File: src/rtl/reg_bank_scheduler_if.sv
// Host-write, frame and register-bank signals of the sprite register bank scheduler.
// The scheduler takes the slave view; the host/bank side takes the master view.
interface reg_bank_scheduler_if;
    // Host write requester
    logic        wr_req;
    logic [4:0]  wr_reg;
    logic [31:0] wr_data;
    logic        wr_ready;
    logic        wr_done;
    logic        wr_err;

    // Frame timing
    logic        frame_start;

    // Register bank and collision unit
    logic [4:0]  rf_n_reg;
    logic [31:0] rf_data;
    logic        rf_written;
    logic        rf_success;
    logic        rf_collision_en;
    logic [29:0] rf_flags;

    // Status
    logic [29:0] coll_flags;
    logic        coll_valid;
    logic        overrun;
    logic        busy;

    modport slave (
        input  wr_req, wr_reg, wr_data, frame_start, rf_success, rf_flags,
        output wr_ready, wr_done, wr_err, rf_n_reg, rf_data, rf_written,
               rf_collision_en, coll_flags, coll_valid, overrun, busy
    );

    modport master (
        output wr_req, wr_reg, wr_data, frame_start, rf_success, rf_flags,
        input  wr_ready, wr_done, wr_err, rf_n_reg, rf_data, rf_written,
               rf_collision_en, coll_flags, coll_valid, overrun, busy
    );
endinterface

File: src/rtl/reg_bank_scheduler.sv
// Shares the sprite register bank between host writes and a once-per-frame
// collision scan; confirms writes via rf_success and latches the collision flags.
module reg_bank_scheduler #(
    parameter int COLL_CYCLES = 32,
    parameter int WR_TIMEOUT  = 8
) (
    input logic                 clk,
    input logic                 reset,
    reg_bank_scheduler_if.slave bus
);

    typedef enum logic [2:0] {
        IDLE,
        WRITE,
        CONFIRM,
        SCAN,
        LATCH
    } state_e;

    localparam logic [7:0] COLL_LAST = 8'(COLL_CYCLES - 1);
    localparam logic [7:0] WR_LIMIT  = 8'(WR_TIMEOUT);

    state_e      state_q;
    logic [7:0]  cnt_q;
    logic        pending_q, pending_d;
    logic        overrun_q, overrun_d;
    logic [4:0]  n_reg_q;
    logic [31:0] data_q;
    logic        written_q;
    logic        coll_en_q;
    logic        done_q;
    logic        err_q;
    logic        coll_valid_q;
    logic [29:0] coll_flags_q;
    logic        ready;

    // A frame_start in the same cycle blocks acceptance so the scan always goes first.
    assign ready = (state_q == IDLE) && !pending_q && !bus.frame_start;

    always_comb begin
        // NOTE: every always_comb output gets a default first, so no path can infer a latch.
        pending_d = pending_q;
        overrun_d = overrun_q;
        if ((state_q == IDLE) && pending_q) begin
            pending_d = 1'b0;
        end
        if (bus.frame_start) begin
            pending_d = 1'b1;
            if (pending_q || (state_q == SCAN)) begin
                overrun_d = 1'b1;
            end
        end
    end

    // NOTE: sequential state uses non-blocking assignments only, so every register samples pre-edge values.
    always_ff @(posedge clk) begin
        // NOTE: all registers here are control state and get an explicit reset value; there is no storage array.
        if (reset) begin
            state_q      <= IDLE;
            cnt_q        <= '0;
            pending_q    <= 1'b0;
            overrun_q    <= 1'b0;
            n_reg_q      <= '0;
            data_q       <= '0;
            written_q    <= 1'b0;
            coll_en_q    <= 1'b0;
            done_q       <= 1'b0;
            err_q        <= 1'b0;
            coll_valid_q <= 1'b0;
            coll_flags_q <= '0;
        end else begin
            pending_q    <= pending_d;
            overrun_q    <= overrun_d;
            done_q       <= 1'b0;
            err_q        <= 1'b0;
            coll_valid_q <= 1'b0;

            case (state_q)
                IDLE: begin
                    if (pending_q) begin
                        state_q   <= SCAN;
                        coll_en_q <= 1'b1;
                        cnt_q     <= '0;
                    end else if (bus.wr_req && ready) begin
                        state_q   <= WRITE;
                        n_reg_q   <= bus.wr_reg;
                        data_q    <= bus.wr_data;
                        written_q <= 1'b1;
                    end
                end

                WRITE: begin
                    state_q   <= CONFIRM;
                    written_q <= 1'b0;
                    cnt_q     <= '0;
                end

                // Success is checked before the timeout so a coincident success still confirms.
                CONFIRM: begin
                    if (bus.rf_success) begin
                        state_q <= IDLE;
                        done_q  <= 1'b1;
                    end else if (cnt_q == WR_LIMIT) begin
                        state_q <= IDLE;
                        err_q   <= 1'b1;
                    end else begin
                        cnt_q <= cnt_q + 8'd1;
                    end
                end

                SCAN: begin
                    if (cnt_q == COLL_LAST) begin
                        state_q   <= LATCH;
                        coll_en_q <= 1'b0;
                    end else begin
                        cnt_q <= cnt_q + 8'd1;
                    end
                end

                LATCH: begin
                    state_q      <= IDLE;
                    coll_flags_q <= bus.rf_flags;
                    coll_valid_q <= 1'b1;
                end

                default: begin
                    state_q <= IDLE;
                end
            endcase
        end
    end

    assign bus.wr_ready        = ready;
    assign bus.wr_done         = done_q;
    assign bus.wr_err          = err_q;
    assign bus.rf_n_reg        = n_reg_q;
    assign bus.rf_data         = data_q;
    assign bus.rf_written      = written_q;
    assign bus.rf_collision_en = coll_en_q;
    assign bus.coll_flags      = coll_flags_q;
    assign bus.coll_valid      = coll_valid_q;
    assign bus.overrun         = overrun_q;
    assign bus.busy            = (state_q != IDLE);

endmodule
File: src/flat_wrapper.sv
// flat-port wrapper written by rule: the top's interface ports become plain ports
module reg_bank_scheduler_flat 
#(
    parameter int COLL_CYCLES = 32,
    parameter int WR_TIMEOUT  = 8
)
  (clk, reset, bus_wr_req, bus_wr_reg, bus_wr_data, bus_frame_start, bus_rf_success, bus_rf_flags, bus_wr_ready, bus_wr_done, bus_wr_err, bus_rf_n_reg, bus_rf_data, bus_rf_written, bus_rf_collision_en, bus_coll_flags, bus_coll_valid, bus_overrun, bus_busy);
  reg_bank_scheduler_if bus_i ();
  input logic clk;
  input logic reset;
  input wire logic [$bits(bus_i.wr_req)-1:0] bus_wr_req;
  input wire logic [$bits(bus_i.wr_reg)-1:0] bus_wr_reg;
  input wire logic [$bits(bus_i.wr_data)-1:0] bus_wr_data;
  input wire logic [$bits(bus_i.frame_start)-1:0] bus_frame_start;
  input wire logic [$bits(bus_i.rf_success)-1:0] bus_rf_success;
  input wire logic [$bits(bus_i.rf_flags)-1:0] bus_rf_flags;
  output wire logic [$bits(bus_i.wr_ready)-1:0] bus_wr_ready;
  output wire logic [$bits(bus_i.wr_done)-1:0] bus_wr_done;
  output wire logic [$bits(bus_i.wr_err)-1:0] bus_wr_err;
  output wire logic [$bits(bus_i.rf_n_reg)-1:0] bus_rf_n_reg;
  output wire logic [$bits(bus_i.rf_data)-1:0] bus_rf_data;
  output wire logic [$bits(bus_i.rf_written)-1:0] bus_rf_written;
  output wire logic [$bits(bus_i.rf_collision_en)-1:0] bus_rf_collision_en;
  output wire logic [$bits(bus_i.coll_flags)-1:0] bus_coll_flags;
  output wire logic [$bits(bus_i.coll_valid)-1:0] bus_coll_valid;
  output wire logic [$bits(bus_i.overrun)-1:0] bus_overrun;
  output wire logic [$bits(bus_i.busy)-1:0] bus_busy;
  assign bus_i.wr_req = bus_wr_req;
  assign bus_i.wr_reg = bus_wr_reg;
  assign bus_i.wr_data = bus_wr_data;
  assign bus_i.frame_start = bus_frame_start;
  assign bus_i.rf_success = bus_rf_success;
  assign bus_i.rf_flags = bus_rf_flags;
  assign bus_wr_ready = bus_i.wr_ready;
  assign bus_wr_done = bus_i.wr_done;
  assign bus_wr_err = bus_i.wr_err;
  assign bus_rf_n_reg = bus_i.rf_n_reg;
  assign bus_rf_data = bus_i.rf_data;
  assign bus_rf_written = bus_i.rf_written;
  assign bus_rf_collision_en = bus_i.rf_collision_en;
  assign bus_coll_flags = bus_i.coll_flags;
  assign bus_coll_valid = bus_i.coll_valid;
  assign bus_overrun = bus_i.overrun;
  assign bus_busy = bus_i.busy;
  reg_bank_scheduler #(.COLL_CYCLES(COLL_CYCLES), .WR_TIMEOUT(WR_TIMEOUT)) u_core (.clk(clk), .reset(reset), .bus(bus_i));
endmodule
File: config.mk
export PLATFORM = sky130hd
export DESIGN_NAME = reg_bank_scheduler_flat
export DESIGN_NICKNAME = d
export VERILOG_FILES = /design/src/rtl/reg_bank_scheduler_if.sv /design/src/rtl/reg_bank_scheduler.sv /design/src/flat_wrapper.sv
export SDC_FILE = /design/constraint.sdc
export NUM_CORES = 1
export LEC_CHECK = 0
export BUFFER_PORTS_ARGS = -buffer_cell sky130_fd_sc_hd__buf_2
export CAP_MARGIN = 0
export CELL_PAD_IN_SITES_DETAIL_PLACEMENT = 0
export CELL_PAD_IN_SITES_GLOBAL_PLACEMENT = 2
export CORE_UTILIZATION = 25
export CTS_CLUSTER_SIZE = 20
export DETAILED_ROUTE_END_ITERATION = 10
export GPL_TIMING_DRIVEN = 0
export PLACE_DENSITY = 0.85
export SYNTH_ARGS = -nofsm -noshare
export SYNTH_HDL_FRONTEND = slang
export SYNTH_SLANG_ARGS = --single-unit
File: constraint.sdc
create_clock -name clk -period 1.9 [get_ports clk]
set_input_delay 0.19 -clock clk [delete_from_list [all_inputs] [get_ports clk]]
set_output_delay 0.19 -clock clk [all_outputs]
set_load 0.02 [all_outputs]
; ---- Yosys cells after proc, flatten, opt, wreduce, memory -nomap -nowiden
; Index checks and enable logic that the tools add are counted.
[word_totals]
out_inout_bits = 75
inputBits = 72
word_cells = 73
reg_bits = 85
[op_classes]
n_reduce_logical = 21
bitwise_logic = 2
addsub = 1
mux = 22
eq_ne = 15
[ops]
columns = op, n
row1 = 8-bit 2-to-1 mux, 4
row2 = 8-bit case mux with 4 select lines, 1
row3 = 3-bit 2-to-1 mux, 5
row4 = 2-bit inequality test (second input constant), 6
row5 = 3-bit case mux with 4 select lines, 1
row6 = 3-bit AND reduction, 4
row7 = 1-bit 2-to-1 mux, 9
row8 = 8-bit by 1-bit adder with 8-bit output (second input constant), 1
row9 = 8-bit by 4-bit == test with 1-bit output (second input constant), 1
row10 = 8-bit by 5-bit == test with 1-bit output (second input constant), 1
row11 = 3-bit by 2-bit == test with 1-bit output (second input constant), 2
row12 = 3-bit by 2-bit inequality test with 1-bit output (second input constant), 2
row13 = 2-bit nonzero test, 3
row14 = 5-bit AND reduction, 1
row15 = 1-bit logical AND, 4
row16 = 1-bit case mux with 2 select lines, 2
row17 = 4-bit nonzero test, 1
row18 = 3-bit by 1-bit == test with 1-bit output (second input constant), 1
row19 = 3-bit == test (second input constant), 1
row20 = 3-bit zero test, 1
row21 = 3-bit nonzero test, 1
row22 = 3-bit OR reduction, 1
row23 = 1-bit zero test, 2
row24 = 2-bit by 1-bit inequality test with 1-bit output (second input constant), 1
row25 = 4 further kinds, 5

; ---- Longest topological paths before layout
; Gate-level depths: netlist of the first run.
[logic_depth]
ltp_word = 7
ltp_mapped = 7
depth_no_buf = 6

; ---- Worst setup path after synthesis of the first run
; No wires, ideal clock.
[synth_path]
kind = reg-to-reg
from = register u_core.cnt_q[0]
to = register u_core.cnt_q[1]
t_required_ns = 1.833
setup_time_ns = 0.067
stages_incl_launch_ff = 7
setup_slack_ns = 0.396
path_buffers = 0
t_arrival_ns = 1.436
synth_period_minus_slack_ns = 1.504
path_cell_list = dfxtp_1 -> inv_1 -> ha_1 -> and4bb_2 -> a21bo_4 -> a211o_1 -> a21oi_2
[synth_via]
elab_chain_cells = 4
word_cells_on_any_way = 10
classes_between = add/sub: 1 / eq/ne: 4 / mux: 4 / reduce/logical: 1
[synth_rtl]
columns = item, line
row1 = "start, declared", reg_bank_scheduler.sv:24  ; logic [7:0] cnt_q;
row2 = "start signal, assigned", reg_bank_scheduler.sv:107  ; cnt_q <= cnt_q + 8'd1;
row3 = "start signal, assigned", reg_bank_scheduler.sv:116  ; cnt_q <= cnt_q + 8'd1;
row4 = 8-bit by 1-bit adder with 8-bit output, "reg_bank_scheduler.sv:107, reg_bank_scheduler.sv:116"
row5 = 8-bit 2-to-1 mux, reg_bank_scheduler.sv:103  ; end else if (cnt_q == WR_LIMIT) begin
row6 = 8-bit 2-to-1 mux, reg_bank_scheduler.sv:100  ; if (bus.rf_success) begin
row7 = 8-bit case mux with 4 select lines, reg_bank_scheduler.sv:78  ; case (state_q)
; Parallel ways exist; a longest one is shown, timed or not. The select of a mux whose other input is x is not followed.
; A chain may end at the register's enable or synchronous reset.

; ---- Worst setup path after layout of the first run
[layout_path]
from = register u_core.state_q[2]
to = output bus_wr_ready
[layout_via]
elab_chain_cells = 3
[layout_rtl]
columns = item, line
row1 = "start, declared", reg_bank_scheduler.sv:23  ; state_e state_q;
row2 = "start signal, assigned", reg_bank_scheduler.sv:59  ; state_q <= IDLE;
row3 = "start signal, assigned", reg_bank_scheduler.sv:81  ; state_q <= SCAN;
row4 = "start signal, assigned", reg_bank_scheduler.sv:85  ; state_q <= WRITE;
row5 = 3-bit zero test, reg_bank_scheduler.sv:38  ; assign ready = (state_q == IDLE) && !pending_q && !bus.frame_start;
row6 = 1-bit logical AND (2 in a row), reg_bank_scheduler.sv:38
row7 = "end, declared", flat_wrapper.sv:17  ; output wire logic [$bits(bus_i.wr_ready)-1:0] bus_wr_ready;
; Every way passes these cells.

==> results.sh, run 1 <==
export IMPL_cts_num_sinks=85
export IMPL_setup_viol=0
export IMPL_hold_path_endpoint="u_core.bus.coll_flags[24]"
export IMPL_final_max_slew_viol_count=0
export IMPL_fmax_mhz=559
export IMPL_cts_path_max_buffers=2
export IMPL_arrival_ps=1600
export IMPL_worstMarginPinSlew_ps=649
export IMPL_min_period_ps=1790
export IMPL_worstSkewPairLatency_ps=330
export IMPL_yosysWarnings=0
export IMPL_hp_class="in2reg"
export IMPL_grt_max_degree=13
export IMPL_vias_per_cell=4.30
export IMPL_slew_headroom_pct=56.7
export IMPL_r2r_start="u_core.state_q[2]"
export IMPL_cts_root_buf="clkbuf_16"
export IMPL_diodes=0
export IMPL_startpoint_type="flip-flop"
export IMPL_start_util_pct=25.5
export IMPL_reg2reg_slack_ps=220
export IMPL_power_leakage_nw=1.90
export IMPL_largest_reg_flops=32
export IMPL_core_um2=12600
export IMPL_wl_mm=9.17
export IMPL_htreeDepth=3
export IMPL_syn_area_per_cell_um2=8.10
export IMPL_grt_pass1_vias=2896
export IMPL_hold_slack_ps=88.3
export IMPL_ys_async_sr_fraction_pct=0
export IMPL_syn_inst=396
export IMPL_ys_top_cells_by_area="dfxtp_1 (53%), nand2_1 (17%), a21oi_1 (12%), mux2i_1 (1.6%), clkbuf_1 (1.4%)"
export IMPL_drtAntennaViolNets=0
export IMPL_fillers=1382
export IMPL_cts_tree="done"
export IMPL_die_x_um=115
export IMPL_synth_cell_types=37
export IMPL_vdd_ir_drop_max_v=0.000307
export IMPL_rows=41
export IMPL_drive_gt1_share_pct=31.3
export IMPL_critPathCaptureType="primary output"
export IMPL_status="complete, no violations"
export IMPL_num_vias=3134
export IMPL_regToRegEndpoint="u_core.bus.rf_data[11]"
export IMPL_syn_num_nets=470
export IMPL_hold_start="bus_rf_flags[24]"
export IMPL_rr_worst_depth=6
export IMPL_max_cap_viol_count=0
export IMPL_rsz0062_at_grt="no"
export IMPL_cts_made_buffers=9
export IMPL_dieHeight_um=115
export IMPL_path_max_fanout=7
export IMPL_crit_type="reg2out"
export IMPL_nNetsFinal=626
export IMPL_synth_edf_count=0
export IMPL_period_share_pct=94.1
export IMPL_fin_skew_ps=4.69
export IMPL_synthDominantCellAreaShare_pct=53.1
export IMPL_syn_area_um2=3210
export IMPL_synth_flop_cell="dfxtp_1"
export IMPL_die_area_um2=13300
export IMPL_ys_seq_area_share_pct=53.1
export IMPL_power_density_nw_per_um2=885
export IMPL_firstDrtPassIters=4
export IMPL_hold_depth=3
export IMPL_dp_hpwl_mm=6.87
export IMPL_syn_to_final_growth_pct=37.6
export IMPL_cts_clk_slew_worst_paths_ps=60
export IMPL_postCtsHoldBufs=0
export IMPL_num_io_pins=147
export IMPL_grt_overflow_total=0
export IMPL_cp_required_ps=1710
export IMPL_setup_tns_ps=0
export IMPL_grt_pass1_wl_mm=14.2
export IMPL_yosysTopAreaCell="dfxtp_1"
export IMPL_gp_congestion=0.755
export IMPL_ys_ff_latch=85
export IMPL_finalHoldViolCount=0
export IMPL_grtUsageTotal_pct=14.0
export IMPL_numPortBuffers=145
export IMPL_route_detailed_drc=0
export IMPL_antenna_found_initial=0
export IMPL_wire_per_inst_um=12.6
export IMPL_drt_iter0_markers=113
[Yosys cell counts, types with 2 or more instances]
master	instances
nand2_1	147
dfxtp_1	85
a21oi_1	77
clkbuf_1	12
nand2b_1	7
nor2_1	7
buf_2	5
inv_1	5
mux2i_1	5
nand3_1	5
and3_1	3
buf_1	3
nand4_1	3
o21ai_0	3
a21boi_0	2
a21oi_2	2
buf_6	2
ha_1	2
nor3_1	2
nor4b_1	2
[critical path, stage by stage (launching register included)]
cell and delay [ps]:
dfxtp_1 390, nor3_2 360, inv_1 140, nor3_1 170
buf_2 200
[worst max-delay path by stage]
stage / startpoint / endpoint / cells after the start
2_1_floorplan: u_core.state_q[0] / bus_wr_ready / 4
3_3_place_gp: reset / u_core.bus.coll_flags[23] / 4
3_5_place_dp: reset / u_core.bus.coll_flags[0] / 4
4_1_cts: u_core.state_q[0] / u_core.bus.rf_data[25] / 6
5_1_grt: u_core.state_q[2] / bus_wr_ready / 4
6_report: u_core.state_q[2] / bus_wr_ready / 4
[through the flow]
stage / area, µm² / utilization (%) / setup WS [ps] / cells / power (mW)
after floorplan: 3210 / - / 396 / 396 / 2.18
after global placement: 4150 / 33.0 / 147 / 713 / 2.37
after detailed placement: 4150 / 33.0 / 54.9 / 713 / 2.38
after CTS: 4410 / 35.1 / 93.9 / 728 / 3.98
after global routing: 4410 / 35.1 / 0.332 / 728 / 4.09
final: 4410 / 35.1 / 112 / 728 / 3.91
[where the power goes]
part / switching, mW / leakage (nW) / internal (mW) / total [mW]
Sequential: 0.0337 / 0.689 / 1.84 / 1.88
Combinational: 0.286 / 1.08 / 0.173 / 0.459
Clock: 0.660 / 0.129 / 0.911 / 1.57
Total: 0.980 / 1.90 / 2.93 / 3.91
[repair_timing]
action,4_1_cts,5_1_grt
setup endpoints to repair,0,30
gates resized for setup,0,1
hold endpoints to repair,0,0
buffers inserted,0,0
[placed cells by master, fill, tap and decap left out, types with 2 or more instances in the layout]
cell       count
clkbuf_16      9
and3_1         3
mux2i_1        5
clkinv_2       2
a21oi_1       77
dfxtp_1       85
buf_6          2
nand3_1        4
nand4_1        3
buf_2        150
nand2_1      147
nor2_1         7
ha_1           2
nor4b_1        2
clkbuf_1      15
o21ai_0        3
inv_1          5
a21boi_0       2
buf_1          3
nor3_1         2
a21oi_2        2
nand2b_1       7
[final cells by class]
cell class                 instances  area (µm²)  area share (%)
sequential                        85        1700            38.6
multi-input combinational        283        1380            31.3
timing repair buffer             145         726            16.4
inverter                           5        18.8           0.425
buffer                            23         111            2.52
tap                              172         215            4.88
clock inverter                     2        10.0           0.227
clock buffer                      13         250            5.67
[metal layers]
| metal | wire [µm] | global-route usage, % | up-vias | part of all wire, % |
|---|---|---|---|---|
| li1 | - | - | 1621 | - |
| met1 | 4190 | 17.8 | 1406 | 46 |
| met2 | 4200 | 22.2 | 96 | 46 |
| met3 | 645 | 3.80 | 11 | 7.0 |
| met4 | 131 | 6.23 | 0 | 1.4 |
| met5 | 0 | 0 | - | 0 |
[kinds of logic (layout without fill, tap and decap cells)]
kind of cell / count (synthesis) / count (layout) / synth area share (%)
AOI/OAI and AO/OA: 92 / 92 / 15.8
adders and majority gates: 2 / 2 / 0.780
buffers and inverters: 28 / 188 / 4.06
DFF: 85 / 85 / 53.1
muxes: 5 / 5 / 1.56
and+or+nand+nor: 184 / 184 / 24.8
No activity file was read; power rests on OpenSTA's default activity.
==> inputs of run 2 (changes only) <==
--- a/config.mk
+++ b/config.mk
@@ -14,6 +14,7 @@
 export DETAILED_ROUTE_END_ITERATION = 10
 export GPL_TIMING_DRIVEN = 0
 export PLACE_DENSITY = 0.85
+export REMOVE_ABC_BUFFERS = 1
 export SYNTH_ARGS = -nofsm -noshare
 export SYNTH_HDL_FRONTEND = slang
 export SYNTH_SLANG_ARGS = --single-unit
==> run 2 against run 1 <==
Non-clock buffer count shrank 22. Largest cell class unchanged. Global-route usage shrank 0.63 points. Via count down 2.9%. Sequential power about the same. Combinational power down 6.8%. Flip-flop and latch count unchanged. Sequential share of layout area rose by 0.38 points. Die area unchanged. Design area down 0.96%. Highest routed layer unchanged. Clock power grew 11%.
==> results.sh, run 2 (same netlist as run 1, synthesis figures left out) <==
export IMPL_status="complete, no violations"
export IMPL_startpoint_type="flip-flop"
export IMPL_hp_class="in2reg"
export IMPL_wire_per_inst_um=12.3
export IMPL_grt_max_degree=80
export IMPL_antenna_found_initial=0
export IMPL_drtAntennaViolNets=0
export IMPL_grt_pass1_vias=2741
export IMPL_postCtsHoldBufs=0
export IMPL_start_util_pct=25.5
export IMPL_critPathBufInv=2
export IMPL_slew_headroom_pct=42.7
export IMPL_worst_path_largest_cell_delay_ps=420
export IMPL_vias_per_cell=4.31
export IMPL_cts_tree="done"
export IMPL_min_period_ps=1690
export IMPL_power_density_nw_per_um2=929
export IMPL_comb_power_share_pct=10.5
export IMPL_htreeDepth=3
export IMPL_route_detailed_drc=0
export IMPL_grt_overflow_total=0
export IMPL_diodes=0
export IMPL_num_vias=3044
export IMPL_gp_congestion=0.751
export IMPL_rows=41
export IMPL_fin_skew_ps=5.71
export IMPL_cp_top_family="simple AND/OR/NAND/NOR gates"
export IMPL_post_route_cell_area_um2=4370
export IMPL_cp_required_ps=1710
export IMPL_core_um2=12600
export IMPL_layout_commonest_cell="nand2_1"
export IMPL_pwr_share_seq_pct=46.4
export IMPL_drive_gt1_share_pct=32.5
export IMPL_numPortBuffers=146
export IMPL_worstMarginPinSlew_ps=859
export IMPL_period_share_pct=89.2
export IMPL_p_switching_mw=1.04
export IMPL_vdd_ir_drop_max_v=0.000285
export IMPL_wl_mm=8.70
export IMPL_nNetsFinal=604
export IMPL_dieHeight_um=115
export IMPL_num_io_pins=147
export IMPL_grt_pass1_wl_mm=13.5
export IMPL_hold_slack_ps=77.5
export IMPL_finalWorstSetupSlack_ps=206
export IMPL_setup_viol=0
export IMPL_cpMaxStageDelayCell="dfxtp_1"
export IMPL_cts_root_buf="clkbuf_16"
export IMPL_intPower_mw=3.02
export IMPL_placed_area_um2=4050
export IMPL_max_cap_viol_count=0
export IMPL_path_cells="nor3_4 -> inv_1 -> nor3_1 -> buf_2"
export IMPL_cts_path_max_buffers=2
export IMPL_p_sw_share_pct=25.5
export IMPL_power_leakage_nw=1.87
export IMPL_die_x_um=115
export IMPL_worstSkewPairLatency_ps=340
export IMPL_dp_cells=691
export IMPL_final_max_slew_viol_count=0
export IMPL_cts_clk_slew_worst_paths_ps=60
export IMPL_critPathCaptureType="primary output"
export IMPL_rsz0062_at_grt="no"
export IMPL_pre_cts_ws_ps=-104
export IMPL_crit_type="reg2out"
export IMPL_cts_made_buffers=9
export IMPL_largest_reg_flops=32
export IMPL_grtUsageTotal_pct=13.4
export IMPL_finalHoldViolCount=0
export IMPL_drt_iter0_markers=113
export IMPL_fmax_mhz=590
export IMPL_dp_hpwl_mm=5.99
export IMPL_arrival_ps=1500
export IMPL_firstDrtPassIters=6
export IMPL_p_total_mw=4.06
export IMPL_syn_to_final_growth_pct=36.3
export IMPL_clock_power_share_pct=43.1
export IMPL_cts_num_sinks=85
export IMPL_path_max_fanout=9
export IMPL_final_cell_mix="nand2_1 (146), buf_2 (145), dfxtp_1 (85)"
export IMPL_fin_cells=707
export IMPL_die_area_um2=13300
-- run 2: cell count changes in the layout (fill, tap and decap cells not counted), moves of 2 or more --
cell / change
buf_6: -2
clkinv_4: +2
buf_2: -5
clkbuf_1: -15
buf_1: -3
-- run 2: area by class of cell --
class                           instances  area [µm²]
Sequential cell                        85        1700
Multi-Input combinational cell        283        1400
Inverter                                5        18.8
Fill cell                            1383        8200
Clock buffer                            9         225
Timing Repair Buffer                  146         733
Clock inverter                          7        73.8
Tap cell                              172         215
-- run 2: timing repair --
| action | 4_1_cts | 5_1_grt |
|---|---|---|
| setup buffers | 0 | 0 |
| endpoints found under the setup margin | 38 | 31 |
| gates resized for setup | 2 | 3 |
-- run 2: final timing paths --
check,slack [ps],startpoint,end,cells past startpoint
max,210,u_core.state_q[0],bus_wr_ready,4
min,80,bus_rf_flags[3],u_core.bus.coll_flags[3],3
max reg2reg,270,u_core.cnt_q[0],u_core.cnt_q[1],6
min reg2reg,450,u_core.bus.overrun,u_core.bus.overrun,2
-- run 2: power groups by stage --
stage,logic (mW),registers (mW),clock network (mW)
2_1_floorplan,0.160,1.98,0
3_3_place_gp,0.425,1.92,0
3_5_place_dp,0.427,1.92,0
4_1_cts,0.433,1.88,1.82
5_1_grt,0.475,1.89,1.92
6_report,0.428,1.88,1.75
-- run 2: metal layers --
layer	track usage, %	up-vias	share of wire, %
li1	-	1575	-
met4	7.45	0	2.1
met3	4.06	12	4.2
met5	0	-	0
met2	22.2	67	49
met1	15.4	1390	44
-- run 2: worst reg2reg max path, cell delays in order (launching register included) --
cell,delay [ps]
dfxtp_1,370
inv_1,70
ha_1,200
and4bb_2,250
a21bo_4,250
a211o_1,310
a21oi_2,120
-- run 2: metrics by stage --
step	TNS [ps]	util, %
after floorplan	0	-
after global placement	-24090	32.2
after detailed placement	-3000	32.2
after CTS	0	34.7
after global routing	0	34.8
final	0	34.8
